[config.mk]
export PLATFORM = sky130hd
export DESIGN_NAME = mul_sequencer
export DESIGN_NICKNAME = d
export VERILOG_FILES = /design/src/rtl/mul_sequencer.sv
export SDC_FILE = /design/constraint.sdc
export NUM_CORES = 1
export LEC_CHECK = 0
export CORE_MARGIN = 8
export CORE_UTILIZATION = 55
export CTS_CLUSTER_SIZE = 25
export DETAILED_ROUTE_END_ITERATION = 7
export MAX_ROUTING_LAYER = met4
export PLACE_DENSITY = 0.8
export SKIP_CTS_REPAIR_TIMING = 1
export SLEW_MARGIN = 20
export SYNTH_ARGS = -nofsm -noshare
export SYNTH_HDL_FRONTEND = slang
export SYNTH_SLANG_ARGS = --single-unit
[constraint.sdc]
create_clock -name CLK -period 3.9 [get_ports CLK]
set_input_delay 0.585 -clock CLK [delete_from_list [all_inputs] [get_ports CLK]]
set_output_delay 0.585 -clock CLK [all_outputs]
set_load 0.05 [all_outputs]
[src/rtl/mul_sequencer.sv]
// mul_sequencer: multi-cycle shift-add multiplier behind MIPS mult/multu.
// Takes one operand pair per accepted Start and forms one partial product
// per clock for WIDTH clocks. A fix-up cycle then negates the product for
// signed operations with a negative result. HI/LO are written at completion,
// or directly by mthi/mtlo while the unit is idle.
//
// Ports:
//   CLK         system clock, rising edge
//   ClearN      asynchronous active-low reset
//   Start       request a multiply (accepted in IDLE or DONE only)
//   Signed      1 = two's complement operands, 0 = unsigned
//   A, B        operands, sampled on the accepting edge
//   HiWe, LoWe  direct writes of WData into High/Low, honoured when not Busy
//   WData       data for HiWe/LoWe
//   Busy        high while iterating (RUN) and during sign fix-up (FIX)
//   Done        high for the single cycle in DONE; High/Low valid then
//   High, Low   registered upper/lower product halves
module mul_sequencer #(
  parameter int unsigned WIDTH = 32
) (
  input  logic             CLK,
  input  logic             ClearN,
  input  logic             Start,
  input  logic             Signed,
  input  logic [WIDTH-1:0] A,
  input  logic [WIDTH-1:0] B,
  input  logic             HiWe,
  input  logic             LoWe,
  input  logic [WIDTH-1:0] WData,
  output logic             Busy,
  output logic             Done,
  output logic [WIDTH-1:0] High,
  output logic [WIDTH-1:0] Low
);

  localparam int unsigned CNT_W  = (WIDTH > 1) ? $clog2(WIDTH) : 1;
  localparam int unsigned PROD_W = 2 * WIDTH;

  typedef enum logic [1:0] {
    S_IDLE = 2'd0,
    S_RUN  = 2'd1,
    S_FIX  = 2'd2,
    S_DONE = 2'd3
  } state_e;

  state_e             state_q, state_d;
  logic [WIDTH-1:0]   mcand_q, mcand_d;
  logic [WIDTH-1:0]   mplier_q, mplier_d;
  logic [WIDTH-1:0]   acc_q, acc_d;
  logic               neg_q, neg_d;
  logic [CNT_W-1:0]   cnt_q, cnt_d;
  logic [WIDTH-1:0]   high_q, high_d;
  logic [WIDTH-1:0]   low_q, low_d;
  logic               busy_q, busy_d;
  logic               done_q, done_d;

  logic [WIDTH:0]     sum;
  logic [WIDTH-1:0]   addend;
  logic [PROD_W-1:0]  product;
  logic [PROD_W-1:0]  result;
  logic [WIDTH-1:0]   a_mag;
  logic [WIDTH-1:0]   b_mag;

  // State and datapath registers
  always_ff @(posedge CLK or negedge ClearN) begin
    if (!ClearN) begin
      state_q  <= S_IDLE;
      mcand_q  <= '0;
      mplier_q <= '0;
      acc_q    <= '0;
      neg_q    <= 1'b0;
      cnt_q    <= '0;
      high_q   <= '0;
      low_q    <= '0;
      busy_q   <= 1'b0;
      done_q   <= 1'b0;
    end else begin
      state_q  <= state_d;
      mcand_q  <= mcand_d;
      mplier_q <= mplier_d;
      acc_q    <= acc_d;
      neg_q    <= neg_d;
      cnt_q    <= cnt_d;
      high_q   <= high_d;
      low_q    <= low_d;
      busy_q   <= busy_d;
      done_q   <= done_d;
    end
  end

  // Next-state, iteration step, fix-up and HI/LO write logic
  always_comb begin
    state_d  = state_q;
    mcand_d  = mcand_q;
    mplier_d = mplier_q;
    acc_d    = acc_q;
    neg_d    = neg_q;
    cnt_d    = cnt_q;
    high_d   = high_q;
    low_d    = low_q;

    // Magnitudes; the most negative value maps onto itself as an unsigned magnitude
    a_mag   = (Signed && A[WIDTH-1]) ? (~A + WIDTH'(1)) : A;
    b_mag   = (Signed && B[WIDTH-1]) ? (~B + WIDTH'(1)) : B;

    addend  = mplier_q[0] ? mcand_q : '0;
    sum     = {1'b0, acc_q} + {1'b0, addend};
    product = {acc_q, mplier_q};
    result  = neg_q ? (~product + PROD_W'(1)) : product;

    // mthi/mtlo only while not busy; a write may coincide with an accepted Start
    if (!busy_q) begin
      if (HiWe) high_d = WData;
      if (LoWe) low_d  = WData;
    end

    unique case (state_q)
      S_IDLE, S_DONE: begin
        if (Start) begin
          state_d  = S_RUN;
          mcand_d  = a_mag;
          mplier_d = b_mag;
          neg_d    = Signed & (A[WIDTH-1] ^ B[WIDTH-1]);
          acc_d    = '0;
          cnt_d    = '0;
        end else begin
          state_d  = S_IDLE;
        end
      end
      S_RUN: begin
        // Add then shift {carry, acc, multiplier} right by one
        acc_d    = sum[WIDTH:1];
        mplier_d = WIDTH'({sum[0], mplier_q} >> 1);
        cnt_d    = cnt_q + CNT_W'(1);
        if (cnt_q == CNT_W'(WIDTH - 1)) state_d = S_FIX;
      end
      S_FIX: begin
        state_d = S_DONE;
        high_d  = result[PROD_W-1:WIDTH];
        low_d   = result[WIDTH-1:0];
      end
      default: state_d = S_IDLE;
    endcase

    busy_d = (state_d == S_RUN) || (state_d == S_FIX);
    done_d = (state_d == S_DONE);
  end

  assign Busy = busy_q;
  assign Done = done_q;
  assign High = high_q;
  assign Low  = low_q;

endmodule

---- After elaboration in Yosys (flattened, before gate mapping) ----
Index checks and enable logic that the tools add are counted.
word-level totals
  bits in registers ....................... 170
  word-level logic and storage cells ...... 60
  output and inout bits ................... 66
cells by class
  eq/ne operators ......................... 9
  bitwise gates (word level) .............. 5
  muxes and demuxes ....................... 19
  $add $sub $neg .......................... 5
  reductions and logical operators ........ 12
operators by type and width
  operator                 number
  $mux W32                 11
  $pmux W32 S2             2
  $add A32 B1 Y32 const B  2
  $add A64 B1 Y64 const B  1
  $mux W64                 1
  $not A32 Y32             2
  $not A64 Y64             1
  $add A32 B32 Y33         1
  $pmux W5 S2              1
  $eq A2 B2 Y1 const B     4
  $reduce_and A2 Y1        4
  $pmux W2 S3              1
  $reduce_bool A2 Y1       3
  $add A5 B1 Y5 const B    1
  $eq A5 B5 Y1 const B     1
  $mux W5                  1
  $eq A2 B1 Y1 const B     2
  $logic_and A1 B1 Y1      2
  $logic_not A2 Y1         1
  $mux W2                  1
  $ne A2 B1 Y1 const B     1
  $ne A2 B2 Y1 const B     1
  $reduce_or A2 Y1         1
  $and A1 B1 Y1            1
  3 further kinds          3

---- Longest topological paths before layout ----
  depth after elaboration ................. 5
  depth in mapped cells ................... 13
  gate-level depth less buffers ........... 12

---- Worst setup path after synthesis ----
No wires, ideal clock.
  kind .................................... register -> register
  from .................................... register mplier_q[0]
  to ...................................... register high_q[26], in the netlist High[26]
  period minus slack after synthesis ...... 3149 ps
  stages on the path, launching flop included .. 13
  arrival time ............................ 3012 ps
  path slack .............................. 751 ps
  library setup time ...................... 137 ps
  buffers on the path ..................... 2
  cells stage by stage .................... dfrtp_1 clkbuf_1 clkbuf_1 inv_1 ha_1 or3b_4 nor4_4 nand3_2 or4_4 or3_4 o41ai_2 xor2_1 a21oi_1
on the way
  longest elaborated chain between the ends .. 4
ends and longest elaborated chain
  element                 RTL line  source
  start, declared         48        logic [WIDTH-1:0] mplier_q, mplier_d;
  start signal, assigned  80        mplier_q <= mplier_d;
  $not A64 Y64            109       result = neg_q ? (~product + PROD_W'(1)) : product;
  $add A64 B1 Y64         109
  $mux W64                109
  $mux W32                117       unique case (state_q)
  end signal, assigned    84        high_q <= high_d;
  end, declared           52        logic [WIDTH-1:0] high_q, high_d;
No other way between the ends.
A chain may end at the register's enable or synchronous reset.

---- Worst setup path in the final report ----
  from .................................... register mplier_q[0]
  to ...................................... register acc_q[28]
on the way
  longest elaborated chain between the ends .. 3
ends and longest elaborated chain
  element               RTL line  source
  $mux W32              106       addend = mplier_q[0] ? mcand_q : '0;
  $add A32 B32 Y33      107       sum = {1'b0, acc_q} + {1'b0, addend};
  $pmux W32 S2          117
  end signal, assigned  70        acc_q <= '0;
  end signal, assigned  81        acc_q <= acc_d;
  end, declared         49        logic [WIDTH-1:0] acc_q, acc_d;
No other way between the ends.

==> summary.txt <==
OUTCOME
------------------------------------------------------------------------------------------
Status                                                                        complete, no violations

DIE
------------------------------------------------------------------------------------------
Placeable Area                                                                0.02096 sq mm
Initial Utilization                                                                 55.84%
Floorplan die area                                                            0.02620 sq mm
Die outline height                                                            161.9 microns
Number of standard-cell rows in the floorplan                                           53
Die extent in x                                                               161.9 microns
Num ports                                                                              168

LAYOUT
------------------------------------------------------------------------------------------
Area delta synth->final                                                             21.70%
Total inserted antenna cells                                                             0
Final layout net count                                                                1666
Ratio of cells with drive above 1 in the final layout                               6.584%

YOSYS
------------------------------------------------------------------------------------------
Most numerous cell in the Yosys netlist                                       sky130_fd_sc_hd__nand2_1
Synth area leader                                                             sky130_fd_sc_hd__dfrtp_1
Number of flops mapped to enable cells by yosys                                          0
Unique masters post-synth                                                               62
Compound-gate portion of the synthesized area                                       20.18%
Most used flip-flop cell after synthesis                                      sky130_fd_sc_hd__dfrtp_1
Mapped Avg Cell Area                                                           8.430 sq um
Sequential share of the synthesized area                                            36.36%
Most used standard cells in the synthesized netlist                           200 x sky130_fd_sc_hd__nand2_1, 193 x sky130_fd_sc_hd__o21ai_0, 170 x sky130_fd_sc_hd__dfrtp_1
Simple-gate portion of the synthesized area                                         19.03%
Asr flop ratio synth                                                                100.0%
Gate count after technology mapping                                                   1388
Xor/xnor share of the synthesized area                                              10.48%
Largest family of logic cells by synthesized area                             compound AO/OA/AOI/OAI gates
Number of register bits inferred by synthesis                                          170
Share of Yosys cell area claimed by the top area cell type                          36.36%
Most area-consuming cells after synthesis                                     sky130_fd_sc_hd__dfrtp_1 36%, sky130_fd_sc_hd__o21ai_0 8.3%, sky130_fd_sc_hd__nand2_1 6.4%, sky130_fd_sc_hd__xnor2_1 6.3%, sky130_fd_sc_hd__a21oi_1 4.4%
YS warnings                                                                              0
Multiplexer fraction of the synthesized cell area                                   6.202%
Combined area of all synthesized cells                                        0.01170 sq mm
Share of synthesized cell area in full adder, half adder and majority cells         4.448%
Post-Syn Nets                                                                         1531

TIMING
------------------------------------------------------------------------------------------
RSZ-0062 raised after global routing                                                    no
Max-slew violation count                                                                 0
FMAX                                                                            0.2823 GHz
Tightest slew margin relative to the limit                                          25.51%
Worst hold margin                                                                0.1555 ns
Summed negative setup slack over all endpoints                                        0 ns
Final setup violation count                                                              0
Endpoints failing hold                                                                   0
Clock tree skew after final layout                                             0.008795 ns
Least-Margin Pin Slew                                                             1.117 ns
Clock period minus final worst setup slack                                        3.542 ns
Period Utilization, post-route                                                      90.83%

PWR
------------------------------------------------------------------------------------------
Internal power                                                                     6047 uW
Share of total power in sequential cells                                             30.3%
Total net switching power                                                          5716 uW
Sw Share                                                                            48.59%
Part of the power in combinational logic                                             55.3%
Portion of total power attributed to the clock network                               14.4%
Maximum resistive drop on vdd                                                  0.0003574 V
Power density over the cells                                                  826.0 mW/mm^2
Pleak                                                                          0.005913 uW

WORST SETUP PATH
------------------------------------------------------------------------------------------
Kind of end point of the critical path                                            register
Count of cells along the worst register-to-register path                                11
R2r endpoint                                                                  acc_q[28]$_DFFE_PN0P_
Setup slack, reg-to-reg                                                            0.36 ns
Critical path class                                                           register to register
Worst path arrival time                                                            3.81 ns
Worst Path Required                                                                4.17 ns
Critical Path Start Type                                                          register
Worst reg2reg startpoint                                                      mplier_q[0]$_DFFE_PN0P_
Highest fanout seen on the critical path                                                15

CLOCK TREE
------------------------------------------------------------------------------------------
Skew-Pair Late Insertion Delay                                                     0.43 ns
CTS tree                                                                             built
Worst-path clk slew                                                                0.07 ns
Clock Sinks                                                                            170
Cell chosen for the clock root                                                sky130_fd_sc_hd__clkbuf_16
Worst-case clock buffer depth                                                            2
Number of H-tree levels                                                                  4
Total CTS buffers                                                                       17

GLOBAL ROUTE
------------------------------------------------------------------------------------------
Overall routing resource usage                                                      26.59%
Maximum number of pins on one net before global-route repair                            75
First-pass GRT wire length                                                        55.21 mm
Initial antenna violation count                                                          0
Number of global-route vias before repair                                            10410
GRT Residual Overflow                                                                    0

PLACE
------------------------------------------------------------------------------------------
Detailed Place HPWL                                                               26.36 mm
Routability Congestion                                                              0.9729
# port buffers                                                                         167

RUN
------------------------------------------------------------------------------------------
MaxCap Viol Count                                                                        0

MIN PATH
------------------------------------------------------------------------------------------
Min-delay worst type                                                          primary input to async pin

ROUTING
------------------------------------------------------------------------------------------
Remaining DRCs                                                                           0
Number of antenna-violating nets in the routed design                                    0
Drt via density                                                                      6.004
Final routed wirelength across all metal layers                                   34.22 mm
Avg WL per Cell                                                               18.91 microns
Router iterations before antenna repair                                                  5
Via Count                                                                            10860
First DRT Iteration DRCs                                                              1107

-- worst max path at each step --
stage | from | endpoint | slack (ns) | depth (start not counted)
2_1_floorplan | mplier_q[0]$_DFFE_PN0P_ | High[26]$_DFFE_PN0P_ | 0.75 | 12
3_3_place_gp | A[6] | mcand_q[29]$_DFFE_PN0P_ | 0.37 | 9
3_5_place_dp | A[6] | mcand_q[27]$_DFFE_PN0P_ | 0.25 | 9
4_1_cts | mplier_q[0]$_DFFE_PN0P_ | High[30]$_DFFE_PN0P_ | 0.43 | 10
5_1_grt | mplier_q[0]$_DFFE_PN0P_ | acc_q[28]$_DFFE_PN0P_ | 0.09 | 11
6_report | mplier_q[0]$_DFFE_PN0P_ | acc_q[28]$_DFFE_PN0P_ | 0.36 | 11
-- cell families after synthesis --
logic type,after synthesis
buf+inv,103
flops,170
compound gates,406
xor+xnor,140
simple gates,458
fa+ha+maj,41
mux,70
-- per-stage QoR --
stage	cells	worst slack, ns	power, uW	util [%]	cell area (sq um)
after detailed placement	1778	0.2484	9949	65.06	13630
after global routing	1809	0.08748	12520	67.95	14240
after CTS	1808	0.4331	11680	67.82	14210
final	1809	0.3578	11760	67.95	14240
after global placement	1778	0.3678	9749	65.06	13630
after floorplan	1388	0.7509	7842	-	11700
-- critical path, cell delays in order, from the launching register on --
cell,delay (ns)
sky130_fd_sc_hd__dfrtp_1,0.72
sky130_fd_sc_hd__nand2_1,0.20
sky130_fd_sc_hd__inv_1,0.11
sky130_fd_sc_hd__ha_1,0.23
sky130_fd_sc_hd__a21oi_1,0.22
sky130_fd_sc_hd__o22ai_1,0.19
sky130_fd_sc_hd__o21ai_0,0.33
sky130_fd_sc_hd__o21ai_0,0.24
sky130_fd_sc_hd__a221oi_1,0.64
sky130_fd_sc_hd__o21ai_0,0.23
sky130_fd_sc_hd__xnor2_1,0.18
sky130_fd_sc_hd__o21ai_0,0.09
-- power by group through the flow --
stage | Clock [uW] | Sequential [uW] | Combinational (uW)
after floorplan | 0 | 4410 | 3440
after global placement | 0 | 3500 | 6250
after detailed placement | 0 | 3560 | 6390
after CTS | 1710 | 3530 | 6440
after global routing | 1790 | 3660 | 7070
final | 1690 | 3560 | 6510
-- final cells by class --
type	count	area, sq um
clock buffer	18	439.2
multi-input combinational	1115	7092
timing repair buffer	189	1858
sequential	170	4254
tap	275	344.1
clock inverter	12	140.1
inverter	30	112.6
fill	1727	6715
-- flip-flops by register name, indices dropped and copies added (netlist names) --
signal    flops
High         32
Low          32
acc_q        32
mcand_q      32
mplier_q     32
cnt_q         5
state_q       2
Busy          1
Done          1
neg_q         1
-- cell usage in the layout (no fill, tap or decap), types with 17 or more instances in the layout --
master	instances
sky130_fd_sc_hd__o21ai_0	193
sky130_fd_sc_hd__a21oi_1	103
sky130_fd_sc_hd__inv_1	30
sky130_fd_sc_hd__mux2_2	20
sky130_fd_sc_hd__mux2i_1	50
sky130_fd_sc_hd__clkdlybuf4s50_1	166
sky130_fd_sc_hd__o31ai_1	27
sky130_fd_sc_hd__ha_1	38
sky130_fd_sc_hd__nor2_1	80
sky130_fd_sc_hd__buf_4	21
sky130_fd_sc_hd__dfrtp_1	170
sky130_fd_sc_hd__nor3_1	23
sky130_fd_sc_hd__or3_1	22
sky130_fd_sc_hd__xor2_1	56
sky130_fd_sc_hd__xnor2_1	84
sky130_fd_sc_hd__and2_1	34
sky130_fd_sc_hd__nand2_1	199
sky130_fd_sc_hd__clkbuf_16	17
-- routing by layer --
layer / global-route usage [%] / wire [microns] / share of wire [%]
met1: 35.99 / 15240 / 45
met2: 40.74 / 15710 / 46
met3: 4.353 / 2627 / 7.7
met4: 7.407 / 637 / 1.9
met5: - / 0 / 0
Note: power is estimated with default switching activity, not from simulation.
